`src/rtl/mem_port_arbiter.sv`:
```
// Two-requester round-robin arbiter onto a single Avalon-MM master port.
// One transaction is in flight at a time. Reads time out to 32'hFFFFFFFF with an error flag.
module mem_port_arbiter #(
    parameter int unsigned TIMEOUT_CYC = 1023
) (
    input  logic        clk_sys,
    input  logic        reset_n,
    input  logic        r0_req,
    input  logic        r0_we,
    input  logic [31:0] r0_addr,
    input  logic [31:0] r0_wdata,
    output logic        r0_ack,
    output logic        r0_err,
    output logic [31:0] r0_rdata,
    input  logic        r1_req,
    input  logic        r1_we,
    input  logic [31:0] r1_addr,
    input  logic [31:0] r1_wdata,
    output logic        r1_ack,
    output logic        r1_err,
    output logic [31:0] r1_rdata,
    output logic [31:0] avm_address,
    output logic [31:0] avm_writedata,
    output logic        avm_read,
    output logic        avm_write,
    output logic [3:0]  avm_byteenable,
    input  logic        avm_waitrequest,
    input  logic        avm_readdatavalid,
    input  logic [31:0] avm_readdata,
    output logic        busy
);

    localparam int unsigned DW = 32;
    localparam int unsigned CW = 10;

    typedef enum logic [1:0] {IDLE, ISSUE, WAITDATA, DONE} state_t;

    state_t        state, state_nx;
    logic          gnt, gnt_nx;
    logic          ptr, ptr_nx;
    logic          we_q, we_nx;
    logic [CW-1:0] cnt, cnt_nx;
    logic          rd_nx, wr_nx;
    logic [DW-1:0] addr_nx, wdata_nx;
    logic          ack0_nx, ack1_nx, err0_nx, err1_nx;
    logic [DW-1:0] rdata0_nx, rdata1_nx;
    logic          busy_nx;
    logic          sel, fin, fin_err, load;
    logic [DW-1:0] load_val;

    assign avm_byteenable = 4'b1111;

    // State and registered outputs
    always_ff @(posedge clk_sys or negedge reset_n) begin
        if (!reset_n) begin
            state         <= IDLE;
            gnt           <= 1'b0;
            ptr           <= 1'b1;
            we_q          <= 1'b0;
            cnt           <= '0;
            avm_read      <= 1'b0;
            avm_write     <= 1'b0;
            avm_address   <= '0;
            avm_writedata <= '0;
            r0_ack        <= 1'b0;
            r1_ack        <= 1'b0;
            r0_err        <= 1'b0;
            r1_err        <= 1'b0;
            r0_rdata      <= '0;
            r1_rdata      <= '0;
            busy          <= 1'b0;
        end else begin
            state         <= state_nx;
            gnt           <= gnt_nx;
            ptr           <= ptr_nx;
            we_q          <= we_nx;
            cnt           <= cnt_nx;
            avm_read      <= rd_nx;
            avm_write     <= wr_nx;
            avm_address   <= addr_nx;
            avm_writedata <= wdata_nx;
            r0_ack        <= ack0_nx;
            r1_ack        <= ack1_nx;
            r0_err        <= err0_nx;
            r1_err        <= err1_nx;
            r0_rdata      <= rdata0_nx;
            r1_rdata      <= rdata1_nx;
            busy          <= busy_nx;
        end
    end

    // Next-state and next-output logic
    always_comb begin
        state_nx  = state;
        gnt_nx    = gnt;
        ptr_nx    = ptr;
        we_nx     = we_q;
        cnt_nx    = cnt;
        rd_nx     = avm_read;
        wr_nx     = avm_write;
        addr_nx   = avm_address;
        wdata_nx  = avm_writedata;
        rdata0_nx = r0_rdata;
        rdata1_nx = r1_rdata;
        sel       = 1'b0;
        fin       = 1'b0;
        fin_err   = 1'b0;
        load      = 1'b0;
        load_val  = '0;

        case (state)
            IDLE: begin
                if (r0_req || r1_req) begin
                    // On a tie the requester not served last wins
                    sel      = (r0_req && r1_req) ? ~ptr : r1_req;
                    gnt_nx   = sel;
                    we_nx    = sel ? r1_we    : r0_we;
                    addr_nx  = sel ? r1_addr  : r0_addr;
                    wdata_nx = sel ? r1_wdata : r0_wdata;
                    rd_nx    = ~we_nx;
                    wr_nx    = we_nx;
                    state_nx = ISSUE;
                end
            end
            ISSUE: begin
                if (!avm_waitrequest) begin
                    rd_nx  = 1'b0;
                    wr_nx  = 1'b0;
                    cnt_nx = '0;
                    if (we_q) begin
                        fin      = 1'b1;
                        state_nx = DONE;
                    end else begin
                        state_nx = WAITDATA;
                    end
                end
            end
            WAITDATA: begin
                if (avm_readdatavalid) begin
                    load     = 1'b1;
                    load_val = avm_readdata;
                    fin      = 1'b1;
                    state_nx = DONE;
                end else if (cnt == CW'(TIMEOUT_CYC)) begin
                    load     = 1'b1;
                    load_val = '1;
                    fin      = 1'b1;
                    fin_err  = 1'b1;
                    state_nx = DONE;
                end else begin
                    cnt_nx = cnt + CW'(1);
                end
            end
            DONE: begin
                ptr_nx   = gnt;
                state_nx = IDLE;
            end
            default: state_nx = IDLE;
        endcase

        if (load) begin
            if (gnt) rdata1_nx = load_val;
            else     rdata0_nx = load_val;
        end

        ack0_nx = fin & ~gnt;
        ack1_nx = fin & gnt;
        err0_nx = fin_err & ~gnt;
        err1_nx = fin_err & gnt;
        busy_nx = (state_nx != IDLE);
    end

endmodule

```
`config.mk`:
```
export PLATFORM = sky130hd
export DESIGN_NAME = mem_port_arbiter
export DESIGN_NICKNAME = d
export VERILOG_FILES = /design/src/rtl/mem_port_arbiter.sv
export SDC_FILE = /design/constraint.sdc
export NUM_CORES = 1
export LEC_CHECK = 0
export ABC_AREA = 1
export CORE_ASPECT_RATIO = 1.1
export CORE_MARGIN = 1.5
export CORE_UTILIZATION = 42
export CTS_CLUSTER_DIAMETER = 40
export DETAILED_ROUTE_END_ITERATION = 10
export MAX_ROUTING_LAYER = met4
export PLACE_DENSITY = 0.83
export SLEW_MARGIN = 20
export SYNTH_ARGS = -nofsm -noshare
export SYNTH_HDL_FRONTEND = slang
export SYNTH_SLANG_ARGS = --single-unit
```
`constraint.sdc`:
```
create_clock -name clk_sys -period 2.3 [get_ports clk_sys]
set_clock_uncertainty 0.2 [all_clocks]
set_input_delay 0.46 -clock clk_sys [delete_from_list [all_inputs] [get_ports clk_sys]]
set_output_delay 0.46 -clock clk_sys [all_outputs]
set_load 0.05 [all_outputs]
```
==> qor.yml <==
status: "finished, final reports clean"
row_count: 48
root_buffer: "clkbuf_16"
numCtsBuffers: 17
path_max_fanout: 2
grt_pass1_vias: 6742
path_class: "reg2out"
end_kind: "primary output"
fmax_mhz: 442
utilization: 0.688
io_buffer_count: 302
ff2ff_setup_slack_ns: 0.27
grt_max_degree: 70
startpoint_type: "flop"
synth_top_area_frac: 0.543
rr_startpoint: "state[0]"
p_int_w: 0.00741
pwr-share-comb: 0.495
setup_tns_ns: 0
synth_top_cell_by_area: "dfrtp_1"
insertion_delay_ns: 0.42
switching_share: 0.457
worst-slew-pin-transition_ns: 0.580
slowest_delay_ns: 0.82
layout-drive-gt1-share: 0.0719
r2r-end: "r1_rdata[25]"
synth_cells: 850
layout_commonest_cell: "nand2_1"
clockBufferDepth: 2
power_w: 0.0136
dp.cells: 1322
layout.cells.non_filler: 1357
ys_ff_latch: 150
rsz0062_at_grt: "false"
firstDrtPassIters: 5
first_iter_violations: 391
cellPowerDensity_nw_per_um2: 1250
finalSetupViolCount: 0
wl_mm: 22.3
cts_setup_buffers: 0
ys_top_cells_by_area: "dfrtp_1 (54%), nand2_1 (18%), o21ai_0 (7.5%)"
hold_class: "reg2reg"
clk_pin_slew_ns: 0.07
synthArstFlopShare: 1.00
min_period_ns: 2.26
clock-sinks: 150
ys_warn_count: 0
crit_path_end: "avm_writedata[11]"
grt_pass1_wl_mm: 34.9
die_h_um: 137
synth-main-ff-cell: "dfrtp_1"
start_util: 0.433
worstPathRequired_ns: 1.64
cts_tree: "yes"
syn_avg_cell_area_um2: 8.08
fin_crit_sh: 0.985
crit_buf_inv: 1
finalHoldViolCount: 0
h-tree-depth: 4
die_w_um: 125
vias: 6994
drtAntennaViolNets: 0
final_max_slew_viol_count: 0
ir_drop_mv: 0.825
place_congestion: 0.867
max_cap_viol_count: 0
drc_errors: 0
design.core.area_um2: 15900
cp.depth: 1
whs_ns: 0.276
rr_worst_depth: 10
die-area_um2: 17100
crit_path_top_delay_cell: "clkdlybuf4s50_1"
dp_hpwl_mm: 15.8
final_nets: 1315
antenna_found_initial: 2
avgViaCountPerCell: 5.15
arrival_ns: 1.60
path_cells: "clkdlybuf4s50_1"
overflow: 0
ys_types: 32
wl_per_cell_um: 16.5
pwr-share-seq: 0.289
p_sw_w: 0.00624
synth_edf_count: 0
fillCellCount: 1222
max_slew_margin: 0.614
crit_family: "buffers and inverters"
ys_seq_area_frac: 0.547
worstSetupStartpoint: "avm_writedata[11]"
syn_area_um2: 6870
grt_util_all_layers: 0.266
pwr-share-clk: 0.215
final_cell_mix: "nand2_1 (323), clkdlybuf4s50_1 (247), dfrtp_1 (149)"
power.leakage_nw: 5.76
syn2layout_area_growth_pct: 58.9
pin_count: 307
layer usage:
layer / global-route usage / wire length [µm] / up-vias / share of wire
met2: 0.418 / 10900 / 390 / 0.49
met5: - / 0 / - / 0
li1: - / - / 3305 / -
met1: 0.317 / 8630 / 3252 / 0.39
met4: 0.117 / 617 / 0 / 0.028
met3: 0.0856 / 2240 / 47 / 0.10
synthesized netlist by cell type, types with 5 or more instances:
cell type / count
a21oi_1: 5
buf_2: 20
buf_4: 5
buf_6: 6
clkbuf_1: 26
dfrtp_1: 149
ha_1: 5
inv_1: 17
nand2_1: 324
nand3_1: 47
nor2_1: 74
o21ai_0: 103
o21ai_1: 40
through the flow:
stage	setup slack, ns	instance area [µm²]
after global routing	0.000710	10900
after global placement	0.180	10200
final	0.0352	10900
after detailed placement	0.0876	10200
after floorplan	0.486	6880
after CTS	0.00108	10800
cell type report:
class / instances / area [µm²] / share of cell area
multi-input combinational: 624 / 2740 / 0.251
inverter: 20 / 77.6 / 0.00711
timing repair buffer: 329 / 3460 / 0.317
antenna: 2 / 5.00 / 0.000459
clock inverter: 15 / 194 / 0.0178
clock buffer: 17 / 425 / 0.0390
tap: 200 / 250 / 0.0229
sequential: 150 / 3750 / 0.344
registers in the layout (all words and copies together) (netlist names):
| signal | cells |
|---|---|
| avm_address | 32 |
| avm_read | 1 |
| avm_write | 1 |
| avm_writedata | 32 |
| busy | 1 |
| cnt | 10 |
| gnt | 1 |
| ptr | 1 |
| r0_ack | 1 |
| r0_err | 1 |
| r0_rdata | 32 |
| r1_ack | 1 |
| r1_err | 1 |
| r1_rdata | 32 |
| state | 2 |
| we_q | 1 |
kinds of logic after synthesis:
family,count (synthesis),synth area share
compound gates,152,0.112
other cells,1,0.000546
flops,150,0.547
simple gates,463,0.275
fa+ha+maj,5,0.00911
buf+inv,79,0.0567
power by group through the flow:
stage               combinational, W  clock [W]  sequential, W
floorplan                    0.00165          0        0.00655
global placement             0.00670          0        0.00396
detailed placement           0.00682          0        0.00396
CTS                          0.00681    0.00298        0.00395
global route                 0.00715    0.00310        0.00403
finish                       0.00676    0.00294        0.00395
how the worst min path moves through the flow:
stage	start	endpoint	slack, ns	cells past startpoint
2_1_floorplan	reset_n	avm_address[0]	-0.04	0
3_5_place_dp	reset_n	r0_rdata[1]	0.26	1
5_1_grt	r0_rdata[8]	r0_rdata[8]	0.30	2
3_3_place_gp	reset_n	r0_rdata[7]	0.25	1
6_report	r1_rdata[21]	r1_rdata[21]	0.28	2
4_1_cts	r0_rdata[19]	r0_rdata[19]	0.28	2
worst register-to-register path, stage by stage (launching register included):
cell and delay [ns]:
dfrtp_1 0.42, inv_1 0.10, ha_1 0.23, inv_2 0.07, nor2_2 0.19, nand3_4 0.11
nand2_4 0.10, nand2_4 0.05, buf_4 0.25, nand2_1 0.14, nand2_1 0.06
timing repair:
item,in CTS,in global routing
setup endpoints to repair,4,45
resized for setup,4,45
hold buffers,1,0
hold endpoints to repair,47,0
Note: power is estimated with default switching activity, not from simulation.
